--- src/rtl/fault_injector.sv ---
// Seeded single-event-upset injector: XORs a one-hot mask into one register target and reports detection or timeout.
// Injection starts delay+1 cycles after start. The result appears one cycle after the detection edge, or after TIMEOUT observe cycles.
module fault_injector #(
   parameter int          NUM_TARGETS = 8,
   parameter int          DATA_WIDTH  = 32,
   parameter int          DELAY_WIDTH = 16,
   parameter int          TIMEOUT     = 256,
   parameter logic [31:0] LFSR_SEED   = 32'hACE11234
) (
   input  logic                           clk_i,
   input  logic                           rst_i,
   input  logic                           start_i,
   input  logic [DELAY_WIDTH-1:0]         delay_i,
   input  logic [7:0]                     hold_i,
   input  logic                           rand_target_i,
   input  logic [$clog2(NUM_TARGETS)-1:0] target_sel_i,
   input  logic                           rand_bit_i,
   input  logic [$clog2(DATA_WIDTH)-1:0]  bit_sel_i,
   input  logic                           ftm_error_i,
   output logic                           inject_o,
   output logic [$clog2(NUM_TARGETS)-1:0] target_o,
   output logic [DATA_WIDTH-1:0]          mask_o,
   output logic                           busy_o,
   output logic                           done_o,
   output logic                           detected_o,
   output logic [15:0]                    latency_o,
   output logic [15:0]                    detect_count_o,
   output logic [15:0]                    miss_count_o
);

   localparam int          TW       = $clog2(NUM_TARGETS);
   localparam int          BW       = $clog2(DATA_WIDTH);
   localparam logic [31:0] TAPS     = 32'h80200003;
   localparam logic [31:0] SEED     = (LFSR_SEED == 32'd0) ? 32'd1 : LFSR_SEED;
   localparam logic [15:0] OBS_LAST = 16'(TIMEOUT - 1);

   typedef enum logic [2:0] {IDLE, WAIT, INJECT, OBSERVE, DONE} state_t;

   state_t                 state;
   logic [31:0]            lfsr;
   logic                   ftm_prev;
   logic                   err_edge;
   logic [DELAY_WIDTH-1:0] dly_cnt;
   logic [7:0]             hold_cnt;
   logic [TW-1:0]          tgt_q;
   logic [BW-1:0]          bit_q;
   logic [TW-1:0]          tgt_pick;
   logic [BW-1:0]          bit_pick;
   logic [15:0]            lat_cnt;
   logic [15:0]            obs_cnt;

   function automatic logic [DATA_WIDTH-1:0] onehot(input logic [BW-1:0] b);
      logic [DATA_WIDTH-1:0] m;
      m    = '0;
      m[b] = 1'b1;
      return m;
   endfunction

   function automatic logic [15:0] sat_inc(input logic [15:0] v);
      return (v == 16'hFFFF) ? v : v + 16'd1;
   endfunction

   assign err_edge = ftm_error_i & ~ftm_prev;
   assign tgt_pick = rand_target_i ? lfsr[TW-1:0] : target_sel_i;
   assign bit_pick = rand_bit_i ? lfsr[4+BW:5] : bit_sel_i;

   // Free-running so a campaign's random picks depend only on cycles since reset.
   always_ff @(posedge clk_i) begin
      if (rst_i) begin
         lfsr     <= SEED;
         ftm_prev <= 1'b0;
      end else begin
         lfsr     <= {1'b0, lfsr[31:1]} ^ (lfsr[0] ? TAPS : 32'd0);
         ftm_prev <= ftm_error_i;
      end
   end

   always_ff @(posedge clk_i) begin
      if (rst_i) begin
         state          <= IDLE;
         dly_cnt        <= '0;
         hold_cnt       <= '0;
         tgt_q          <= '0;
         bit_q          <= '0;
         lat_cnt        <= '0;
         obs_cnt        <= '0;
         inject_o       <= 1'b0;
         target_o       <= '0;
         mask_o         <= '0;
         busy_o         <= 1'b0;
         done_o         <= 1'b0;
         detected_o     <= 1'b0;
         latency_o      <= '0;
         detect_count_o <= '0;
         miss_count_o   <= '0;
      end else begin
         done_o <= 1'b0;
         case (state)
            IDLE: begin
               if (start_i) begin
                  tgt_q    <= tgt_pick;
                  bit_q    <= bit_pick;
                  dly_cnt  <= delay_i;
                  hold_cnt <= (hold_i == 8'd0) ? 8'd1 : hold_i;
                  busy_o   <= 1'b1;
                  if (delay_i != '0) begin
                     state <= WAIT;
                  end else begin
                     state    <= INJECT;
                     inject_o <= 1'b1;
                     mask_o   <= onehot(bit_pick);
                     target_o <= tgt_pick;
                     lat_cnt  <= '0;
                  end
               end
            end
            WAIT: begin
               if (dly_cnt == DELAY_WIDTH'(1)) begin
                  state    <= INJECT;
                  inject_o <= 1'b1;
                  mask_o   <= onehot(bit_q);
                  target_o <= tgt_q;
                  lat_cnt  <= '0;
               end else begin
                  dly_cnt <= dly_cnt - DELAY_WIDTH'(1);
               end
            end
            INJECT, OBSERVE: begin
               lat_cnt <= sat_inc(lat_cnt);
               // A detection edge wins over both the hold expiry and the timeout.
               if (err_edge || (state == OBSERVE && obs_cnt == OBS_LAST)) begin
                  state      <= DONE;
                  inject_o   <= 1'b0;
                  mask_o     <= '0;
                  done_o     <= 1'b1;
                  detected_o <= err_edge;
                  latency_o  <= lat_cnt;
                  if (err_edge) detect_count_o <= sat_inc(detect_count_o);
                  else          miss_count_o   <= sat_inc(miss_count_o);
               end else if (state == INJECT) begin
                  if (hold_cnt <= 8'd1) begin
                     state    <= OBSERVE;
                     inject_o <= 1'b0;
                     mask_o   <= '0;
                     obs_cnt  <= '0;
                  end else begin
                     hold_cnt <= hold_cnt - 8'd1;
                  end
               end else begin
                  obs_cnt <= obs_cnt + 16'd1;
               end
            end
            DONE: begin
               state  <= IDLE;
               busy_o <= 1'b0;
            end
            default: state <= IDLE;
         endcase
      end
   end

endmodule

--- config.mk ---
export PLATFORM = sky130hd
export DESIGN_NAME = fault_injector
export DESIGN_NICKNAME = d
export VERILOG_FILES = /design/src/rtl/fault_injector.sv
export SDC_FILE = /design/constraint.sdc
export NUM_CORES = 1
export LEC_CHECK = 0
export CORE_MARGIN = 2
export CORE_UTILIZATION = 55
export CTS_CLUSTER_DIAMETER = 150
export CTS_CLUSTER_SIZE = 40
export DETAILED_ROUTE_END_ITERATION = 8
export GPL_TIMING_DRIVEN = 0
export PLACE_DENSITY = 0.81
export SLEW_MARGIN = 20
export SYNTH_ARGS = -nofsm -noshare
export SYNTH_HDL_FRONTEND = slang
export SYNTH_SLANG_ARGS = --single-unit
export TNS_END_PERCENT = 30
--- constraint.sdc ---
create_clock -name clk_i -period 4.3 [get_ports clk_i]
set_clock_uncertainty 0.15 [all_clocks]
set_input_delay 0.645 -clock clk_i [delete_from_list [all_inputs] [get_ports clk_i]]
set_output_delay 0.645 -clock clk_i [all_outputs]
set_load 0.01 [all_outputs]
==> flow_metrics.env, run 1 <==
export IMPL_drtIter0Drc=717
export IMPL_cp_arrival_ns=3.29
export IMPL_multi_input_area_um2=4400
export IMPL_area_growth_synth_to_final_pct=25.0
export IMPL_power_leakage_nw=3.85
export IMPL_cts_sinks=187
export IMPL_cts_buffers=17
export IMPL_antenna_cells=0
export IMPL_ys_seq_area_frac=0.444
export IMPL_r2r_slack_ns=1.27
export IMPL_synth_area_leaders="dfxtp_1, nor2_1, nor3_1, nand2_1, xnor2_1"
export IMPL_relSlewSlack=0.351
export IMPL_min_period_ns=3.15
export IMPL_via_per_inst=5.80
export IMPL_crit_required_ns=4.44
export IMPL_register_area_um2=3740
export IMPL_critPathSlowestCell="a21oi_1"
export IMPL_worstSetupEndpointType="register"
export IMPL_p_seq_frac=0.380
export IMPL_cts_htree_levels=4
export IMPL_clkSlewWorstSetupHoldPaths_ns=0.07
export IMPL_syn_area_per_cell_um2=8.21
export IMPL_drc=0
export IMPL_met2_usage=0.459
export IMPL_setup_tns_ns=0
export IMPL_fin_crit_sh=0.732
export IMPL_synthArstFlopShare=0
export IMPL_startpoint_type="primary input"
export IMPL_crit_chain="clkdlybuf4s50_1 -> nor4_1 -> nand4_1 -> a21oi_1 -> nand3_1 -> clkbuf_1 -> nor2_1 -> nor3_1"
export IMPL_syn_nets=1074
export IMPL_vias=7955
export IMPL_fin_ws_ns=1.15
export IMPL_drive_above_1_share=0.0515
export IMPL_crit_family="simple AND/OR/NAND/NOR gates"
export IMPL_powerDensity_nw_per_um2=562
export IMPL_core_area_um2=15100
export IMPL_swShare=0.349
export IMPL_io_buffers=124
export IMPL_tightest_slew_ns=0.972
export IMPL_cpPeakStageDelay_ns=0.57
export IMPL_cts_setup_buffers=0
export IMPL_fillCellCount=1216
export IMPL_rsz0062_at_grt="no"
export IMPL_path_class="in2reg"
export IMPL_ys_warn_count=0
export IMPL_grt_pass1_vias=7371
export IMPL_maxSlewViolCount=0
export IMPL_placed_cell_area_um2=9920
export IMPL_pre_cts_slack_ns=0.844
export IMPL_dp_cells=1340
export IMPL_synth_edf_count=0
export IMPL_ant_nets=0
export IMPL_outcome="complete, no violations"
export IMPL_holdPathStages=1
export IMPL_fp_dieW_um=128
export IMPL_clockBufferDepth=2
export IMPL_wl_per_cell_um=16.1
export IMPL_use_met1=0.350
export IMPL_worstSetupPathDepth=8
export IMPL_grt_max_degree=17
export IMPL_die_height_um=128
export IMPL_setup_violations_final=0
export IMPL_grt_usage=0.271
export IMPL_synth_seq_cells=187
export IMPL_wirelength_mm=22.0
export IMPL_finalNonFillerCells=1372
export IMPL_ys_types=58
export IMPL_netlist_area_um2=8440
export IMPL_first_pass_iters=6
export IMPL_p_int_mw=3.86
export IMPL_cap_violations=0
export IMPL_die_area_um2=16400
export IMPL_synth_top_area_frac=0.444
export IMPL_fmaxAchievable_mhz=318
export IMPL_worst_hold_slack_ns=0.266
export IMPL_cts_root_buf="clkbuf_16"
export IMPL_hold_buffers=0
export IMPL_clk_latency_ns=0.43
export IMPL_grt_pass1_wl_mm=35.8
export IMPL_antenna_found_initial=0
export IMPL_cts_tree="yes"
export IMPL_ys_flop_type="dfxtp_1"
export IMPL_detailed_place_hpwl_mm=16.0
export IMPL_p_sw_mw=2.07
export IMPL_busiest_layer="met2"
export IMPL_cts_resized=0
export IMPL_yosysTopAreaCell="dfxtp_1"
export IMPL_vdd_drop_max_mv=0.361
export IMPL_critPathMaxFanout=10
export IMPL_rows=45
export IMPL_p_clk_frac=0.283
export IMPL_start_util=0.559
export IMPL_gp_congestion=0.907
export IMPL_gr_total_overflow=0
export IMPL_grtUsageMet3=0.0609
export IMPL_reg2reg_depth=9
export IMPL_synthCells=1028
export IMPL_fin_area_um2=10500
export IMPL_ios=125
export IMPL_nets=1217
export IMPL_hold_class="reg2reg"
export IMPL_p_comb_frac=0.337
export IMPL_timing_hold_violations_final=0
export IMPL_cp_num_buf_inv=2
## area by class of cell
cell class	instances	area share
Buffer	57	0.0221
Clock buffer	20	0.0423
Clock inverter	12	0.0176
Inverter	16	0.00569
Multi-Input combinational cell	768	0.417
Sequential cell	187	0.355
Tap cell	188	0.0223
Timing Repair Buffer	124	0.118
## per-stage QoR
| stage | utilization | total power [mW] |
|---|---|---|
| final | 0.699 | 5.92 |
| after global routing | 0.699 | 6.26 |
| after CTS | 0.699 | 5.91 |
| after detailed placement | 0.657 | 4.24 |
| after global placement | 0.657 | 4.20 |
| after floorplan | - | 3.53 |
## cell usage after synthesis, drive strengths merged (4+ instances only)
cell type,instances
nand3,35
nor3b,4
ha,8
a22oi,10
a21oi,42
nand4,29
mux2i,25
or4,5
a21o,4
nor2,196
nand2b,11
inv,16
or2,14
and3,10
a211oi,16
clkbuf,43
buf,14
o21ai,40
nor3,54
or3,15
and2,4
o22ai,36
nand2,68
nor2b,27
dfxtp,187
xor2,23
nor4,17
xnor2,29
## routing by layer
metal / up-vias / share of wire
met3: 34 / 0.065
met4: 0 / 0.017
met2: 296 / 0.47
met1: 3711 / 0.45
li1: 3914 / -
met5: - / 0
## power groups by stage
stage | registers, mW | logic, mW | clock network (mW)
finish | 2.25 | 2.00 | 1.67
CTS | 2.25 | 1.97 | 1.69
global placement | 2.27 | 1.93 | 0
floorplan | 2.30 | 1.22 | 0
global route | 2.28 | 2.22 | 1.76
detailed placement | 2.28 | 1.96 | 0
## worst paths after layout
check / start / endpoint
setup reg to reg: obs_cnt[0] / miss_count_o[15]
hold / removal: lfsr[28] / lfsr[27]
setup / recovery: delay_i[11] / mask_o[10]
hold reg to reg: lfsr[28] / lfsr[27]
## cell families (layout without fill, tap and decap cells)
kind of cell	Yosys count	in the layout	share of synthesized area
buffers and inverters	73	229	0.0347
XOR/XNOR	52	52	0.0540
multiplexers	27	27	0.0323
adder cells (fa/ha/maj)	8	8	0.0119
AND/OR/NAND/NOR	499	499	0.286
flip-flops	187	187	0.444
AO/OA/AOI/OAI	182	182	0.137
## cells in the final DEF (no fill, tap or decap), drive strengths merged, types with 15 or more instances in the layout
cell and count:
mux2i 25, o21ai 40, clkdlybuf4s50 124, nor4 17, or3 15, inv 19, o22ai 36, nand3 35
nor2b 27, nor2 196, a21oi 42, xor2 23, a211oi 16, clkbuf 63, nand2 68, nor3 54
dfxtp 187, nand4 29, xnor2 29
## registers in the layout, indices dropped and copies added, names as in the netlist, 3 cells and up
| register | flops |
|---|---|
| lfsr | 32 |
| mask_o | 32 |
| detect_count_o | 16 |
| dly_cnt | 16 |
| lat_cnt | 16 |
| latency_o | 16 |
| miss_count_o | 16 |
| obs_cnt | 16 |
| hold_cnt | 8 |
| bit_q | 5 |
| state | 3 |
| target_o | 3 |
| tgt_q | 3 |
Note: power is estimated with default switching activity, not from simulation.
==> run 2: changes to the inputs <==
--- a/config.mk
+++ b/config.mk
@@ -6,12 +6,12 @@
 export NUM_CORES = 1
 export LEC_CHECK = 0
 export CORE_MARGIN = 2
-export CORE_UTILIZATION = 55
+export CORE_UTILIZATION = 54
 export CTS_CLUSTER_DIAMETER = 150
 export CTS_CLUSTER_SIZE = 40
 export DETAILED_ROUTE_END_ITERATION = 8
 export GPL_TIMING_DRIVEN = 0
-export PLACE_DENSITY = 0.81
+export PLACE_DENSITY = 0.8
 export SLEW_MARGIN = 20
 export SYNTH_ARGS = -nofsm -noshare
 export SYNTH_HDL_FRONTEND = slang
==> constraint.sdc (replaced) <==
create_clock -name clk_i -period 3.1 [get_ports clk_i]
set_clock_uncertainty 0.15 [all_clocks]
set_input_delay 0.465 -clock clk_i [delete_from_list [all_inputs] [get_ports clk_i]]
set_output_delay 0.465 -clock clk_i [all_outputs]
set_load 0.01 [all_outputs]
==> run 2 against run 1 <==
  * Die area increased by 1.8%
  * Sequential power increased by 39%
  * Global-route usage fell by 0.69 points
  * Power rose by 32%
  * First-iteration DRC count is 1.4% lower
  * Design area fell by 0.56%
  * Register-to-register slack worse by 1.1 ns
  * Count of clock-buffer cells in the layout shrank 3
  * Setup slack worse by 1.0 ns
  * Critical path type is now reg2reg
  * Critical endpoint is now miss_count_o[8]
  * Largest cell class unchanged
  * Largest power group unchanged
==> flow_metrics.env, run 2 (synthesis gave the netlist of run 1 again) <==
export IMPL_p_int_mw=4.99
export IMPL_worstSetupEndpointType="register"
export IMPL_outcome="complete, no violations"
export IMPL_grt_pass1_wl_mm=35.6
export IMPL_setup_tns_ns=0
export IMPL_rsz0062_at_grt="yes"
export IMPL_critPathSlowestCell="or3_1"
export IMPL_clkSlewWorstSetupHoldPaths_ns=0.07
export IMPL_swShare=0.363
export IMPL_cts_htree_levels=4
export IMPL_totalPowerFinal_mw=7.83
export IMPL_top_regs="lfsr x32, mask_o x32"
export IMPL_startpoint_type="register"
export IMPL_gr_total_overflow=0
export IMPL_clk_latency_ns=0.44
export IMPL_rr_endpoint="miss_count_o[8]"
export IMPL_relSlewSlack=0.538
export IMPL_clockBufferDepth=2
export IMPL_crit_chain="ha_1 -> and4b_1 -> nand4_1 -> or3_1 -> clkbuf_1 -> buf_2 -> nor4_1 -> xnor2_1 -> nor2_1"
export IMPL_drive_above_1_share=0.0558
export IMPL_timing_hold_violations_final=0
export IMPL_cap_violations=0
export IMPL_powerDensity_nw_per_um2=747
export IMPL_nets=1217
export IMPL_maxSlewViolCount=0
export IMPL_hold_class="reg2reg"
export IMPL_die_area_um2=16600
export IMPL_ios=125
export IMPL_wirelength_mm=21.6
export IMPL_reg2reg_depth=9
export IMPL_path_class="reg2reg"
export IMPL_rr_startpoint="obs_cnt[0]"
export IMPL_vdd_drop_max_mv=0.420
export IMPL_rows=45
export IMPL_gp_congestion=0.927
export IMPL_antenna_found_initial=1
export IMPL_hp_start="lfsr[23]"
export IMPL_cpPeakStageDelay_ns=0.49
export IMPL_min_period_ns=2.97
export IMPL_fin_crit_sh=0.958
export IMPL_crit_family="simple AND/OR/NAND/NOR gates"
export IMPL_via_per_inst=5.65
export IMPL_grt_max_degree=17
export IMPL_holdPathStages=1
export IMPL_critPathMaxFanout=10
export IMPL_drtIter0Drc=707
export IMPL_busiest_layer="met2"
export IMPL_layout_common_cells="nor2_1, dfxtp_1, clkdlybuf4s50_1"
export IMPL_drc=0
export IMPL_cts_buffers=17
export IMPL_met2_usage=0.429
export IMPL_core_area_um2=15300
export IMPL_use_met1=0.355
export IMPL_multi_input_area_um2=4420
export IMPL_cts_tree="yes"
export IMPL_grt_usage=0.265
export IMPL_ant_nets=0
export IMPL_p_sw_mw=2.85
export IMPL_cp_arrival_ns=3.13
export IMPL_setup_violations_final=0
export IMPL_first_pass_iters=5
export IMPL_detailed_place_hpwl_mm=15.7
export IMPL_register_area_um2=3740
export IMPL_vias=7886
export IMPL_crit_required_ns=3.26
export IMPL_wl_per_cell_um=15.5
export IMPL_r2r_slack_ns=0.13
export IMPL_power_leakage_nw=3.79
export IMPL_p_seq_frac=0.398
export IMPL_p_clk_frac=0.249
export IMPL_io_buffers=124
export IMPL_fmaxAchievable_mhz=337
export IMPL_cp_num_buf_inv=2
export IMPL_grtUsageMet3=0.0603
export IMPL_area_growth_synth_to_final_pct=24.3
export IMPL_die_height_um=129
export IMPL_cts_root_buf="clkbuf_16"
export IMPL_fp_dieW_um=129
export IMPL_layout_commonest_cell="nor2_1"
export IMPL_fillCellCount=1250
export IMPL_p_comb_frac=0.353
export IMPL_tightest_slew_ns=0.690
export IMPL_start_util=0.553
export IMPL_cts_sinks=187
export IMPL_grt_pass1_vias=7227
export IMPL_min_delay_worst_endpoint="lfsr[22]"
## run 2: cell count changes in the layout (fill, tap and decap cells not counted), sizes merged
cell	before	now
inv	19	17
bufinv	4	0
clkinv	4	8
clkbuf	63	60
clkinvlp	1	5
diode	0	1
## run 2: routing by layer
metal / share of wire / wire length, µm / vias to the layer above
met1: 0.46 / 9860 / 3644
met5: 0 / 0 / -
li1: - / - / 3922
met4: 0.015 / 314 / 0
met2: 0.46 / 10000 / 281
met3: 0.066 / 1430 / 39
## run 2: cell type report
cell class                 count  area share
inverter                      16     0.00573
tap                          211      0.0252
clock buffer                  17      0.0406
timing repair buffer         124       0.118
multi-input combinational    768       0.421
buffer                        57      0.0223
antenna                        1    0.000239
clock inverter                14     0.00966
sequential                   187       0.357
## run 2: worst max path at each step
stage,startpoint,end,slack (ns),depth (start not counted)
5_1_grt,obs_cnt[0],miss_count_o[9],-0.01,9
3_5_place_dp,ftm_error_i,detect_count_o[13],-0.21,7
4_1_cts,obs_cnt[0],miss_count_o[8],0.17,9
6_report,obs_cnt[0],miss_count_o[8],0.13,9
3_3_place_gp,delay_i[6],lat_cnt[1],-0.16,9
2_1_floorplan,obs_cnt[0],miss_count_o[15],0.70,9
## run 2: metrics by stage
step	utilization	hold slack (ns)	instance area (µm²)	setup WS [ns]	cells
floorplan	-	0.239	8440	0.697	1028
global placement	0.652	0.243	9940	-0.165	1363
detailed placement	0.652	0.246	9940	-0.213	1363
CTS	0.686	0.264	10500	0.166	1394
global route	0.687	0.271	10500	-0.0117	1395
finish	0.687	0.264	10500	0.132	1395
## run 2: worst reg2reg max path: cells and delay by family, from the launching register on
kind	cells	cell delay, ns
AND/OR/NAND/NOR	5	1.53
flip-flops	1	0.37
buffers and inverters	2	0.37
adder cells (fa/ha/maj)	1	0.24
XOR/XNOR	1	0.18
## run 2: timing repair
item                                    4_1_cts  5_1_grt
buffers inserted                              0        0
hold buffers                                  0        0
endpoints found under the setup margin        0       45
resized for setup                             0        5
## run 2: power by group through the flow
stage	clock (mW)	combinational [mW]	sequential (mW)
5_1_grt	2.09	3.06	3.17
3_3_place_gp	0	2.67	3.14
6_report	1.95	2.77	3.12
3_5_place_dp	0	2.73	3.16
4_1_cts	1.97	2.74	3.10
2_1_floorplan	0	1.70	3.19
==> run 3: changes to the inputs <==
--- a/config.mk
+++ b/config.mk
@@ -12,6 +12,7 @@
 export DETAILED_ROUTE_END_ITERATION = 8
 export GPL_TIMING_DRIVEN = 0
 export PLACE_DENSITY = 0.8
+export SETUP_SLACK_MARGIN = 0.4
 export SLEW_MARGIN = 20
 export SYNTH_ARGS = -nofsm -noshare
 export SYNTH_HDL_FRONTEND = slang
==> run 3 against run 2 <==
  * Utilization increased by 1.2 points
  * Design area increased by 1.7%
  * Count of clock-buffer cells in the layout unchanged
  * Non-clock buffer count increased by 4
  * Cell count increased by 0.29%
  * Combinational power increased by 3%
  * Critical path depth decreased by 1
  * Wire length increased by 1.8%
==> flow_metrics.env, run 3 (synthesis gave the netlist of run 1 again) <==
export IMPL_outcome="complete, no violations"
export IMPL_fin_ws_ns=0.405
export IMPL_core_area_um2=15300
export IMPL_rr_startpoint="miss_count_o[6]"
export IMPL_worstSetupEndpointType="register"
export IMPL_powerDensity_nw_per_um2=743
export IMPL_layout_common_cells="nor2_1, dfxtp_1, clkdlybuf4s50_1"
export IMPL_holdPathStages=1
export IMPL_min_delay_worst_endpoint="lfsr[22]"
export IMPL_first_pass_iters=6
export IMPL_clk_latency_ns=0.44
export IMPL_min_period_ns=2.69
export IMPL_crit_chain="nand4_1 -> nor3_1 -> and3_1 -> clkbuf_1 -> clkbuf_2 -> nor3b_1 -> xnor2_1 -> nor2_1"
export IMPL_detailed_place_hpwl_mm=15.7
export IMPL_fillCellCount=1211
export IMPL_fp_dieW_um=129
export IMPL_grt_usage=0.266
export IMPL_grt_pass1_wl_mm=35.7
export IMPL_grt_pass1_vias=7227
export IMPL_pre_cts_slack_ns=-0.213
export IMPL_rr_endpoint="miss_count_o[2]"
export IMPL_timing_hold_violations_final=0
export IMPL_multi_input_area_um2=4550
export IMPL_gr_total_overflow=0
export IMPL_drive_above_1_share=0.0750
export IMPL_cts_htree_levels=4
export IMPL_fin_crit_sh=0.869
export IMPL_cts_root_buf="clkbuf_16"
export IMPL_cp_arrival_ns=2.85
export IMPL_critPathSlowestCell="nor3_1"
export IMPL_register_area_um2=3740
export IMPL_setup_violations_final=0
export IMPL_top_regs="lfsr x32, mask_o x32"
export IMPL_crit_required_ns=3.25
export IMPL_nets=1221
export IMPL_die_area_um2=16600
export IMPL_path_class="reg2reg"
export IMPL_power_leakage_nw=3.84
export IMPL_area_growth_synth_to_final_pct=26.4
export IMPL_hp_start="lfsr[23]"
export IMPL_die_height_um=129
export IMPL_maxSlewViolCount=0
export IMPL_clockBufferDepth=2
export IMPL_ios=125
export IMPL_hold_buffers=0
export IMPL_grt_max_degree=17
export IMPL_drc=0
export IMPL_fin_util=0.699
export IMPL_tightest_slew_ns=0.672
export IMPL_rsz0062_at_grt="yes"
export IMPL_layout_commonest_cell="nor2_1"
export IMPL_startpoint_type="register"
export IMPL_cts_buffers=17
export IMPL_reg2reg_depth=8
export IMPL_worst_hold_slack_ns=0.264
export IMPL_r2r_slack_ns=0.41
export IMPL_vias=7983
export IMPL_ant_nets=0
export IMPL_drtIter0Drc=666
export IMPL_cts_sinks=187
export IMPL_cpPeakStageDelay_ns=0.48
export IMPL_gp_congestion=0.927
export IMPL_relSlewSlack=0.552
export IMPL_io_buffers=124
export IMPL_vdd_drop_max_mv=0.431
export IMPL_critPathMaxFanout=10
export IMPL_fmaxAchievable_mhz=371
export IMPL_clkSlewWorstSetupHoldPaths_ns=0.07
export IMPL_via_per_inst=5.71
export IMPL_wl_per_cell_um=15.7
export IMPL_rows=45
export IMPL_cts_tree="yes"
export IMPL_start_util=0.553
export IMPL_wirelength_mm=22.0
export IMPL_hold_class="reg2reg"
export IMPL_antenna_found_initial=1
export IMPL_cap_violations=0
run 3: changes by cell type in the layout (fill, tap and decap cells not counted), moves of 4 or more:
| cell | previous run | this run |
|---|---|---|
| buf_4 | 3 | 7 |
| clkbuf_1 | 42 | 36 |
| clkbuf_2 | 1 | 6 |
| nor4_1 | 17 | 11 |
| nor4_4 | 0 | 4 |
run 3: metal layers:
layer  track usage  vias up  part of all wire
met5             0        -                 0
met4        0.0793        0             0.016
met3        0.0607       42             0.065
met2         0.431      298              0.47
met1         0.358     3707              0.45
li1              -     3936                 -
run 3: how the worst max path moves through the flow:
stage	startpoint	endpoint	slack (ns)
after floorplan	obs_cnt[0]	miss_count_o[15]	0.70
after global placement	delay_i[6]	lat_cnt[1]	-0.16
after detailed placement	ftm_error_i	detect_count_o[13]	-0.21
after CTS	delay_i[6]	lat_cnt[4]	0.38
after global routing	miss_count_o[3]	miss_count_o[12]	0.30
final	miss_count_o[6]	miss_count_o[2]	0.41
run 3: timing repair:
item,CTS,global route
pin swaps,1,8
setup buffers,1,3
setup endpoints to repair,61,86
endpoints found under the hold margin,0,0
gates resized for setup,5,38
run 3: critical path: cells and delay by family (launching register included):
| family | cells | cell delay (ns) |
|---|---|---|
| XOR/XNOR | 1 | 0.17 |
| buffers and inverters | 2 | 0.64 |
| flip-flops | 1 | 0.43 |
| AND/OR/NAND/NOR | 5 | 1.17 |
run 3: final cells by class:
| class | instances | area share |
|---|---|---|
| inverters | 16 | 0.00563 |
| multi-input cells | 768 | 0.426 |
| well taps | 211 | 0.0247 |
| flip-flops and latches | 187 | 0.351 |
| diodes | 1 | 0.000235 |
| plain buffers | 57 | 0.0237 |
| clock buffers | 17 | 0.0399 |
| repair buffers | 128 | 0.119 |
| clock inverters | 14 | 0.00950 |
run 3: stage by stage:
step | setup TNS (ns) | total power [mW] | cell area, µm² | cells
after detailed placement | -4.21 | 5.88 | 9940 | 1363
after global placement | -3.38 | 5.81 | 9940 | 1363
after floorplan | 0 | 4.89 | 8440 | 1028
after global routing | 0 | 8.40 | 10700 | 1399
final | 0 | 7.93 | 10700 | 1399
after CTS | 0 | 7.83 | 10500 | 1395
run 3: power breakdown:
part,switching (mW),internal [mW],leakage [nW]
clock,0.936,1.02,0.247
combinational,1.64,1.22,2.06
sequential,0.310,2.81,1.53
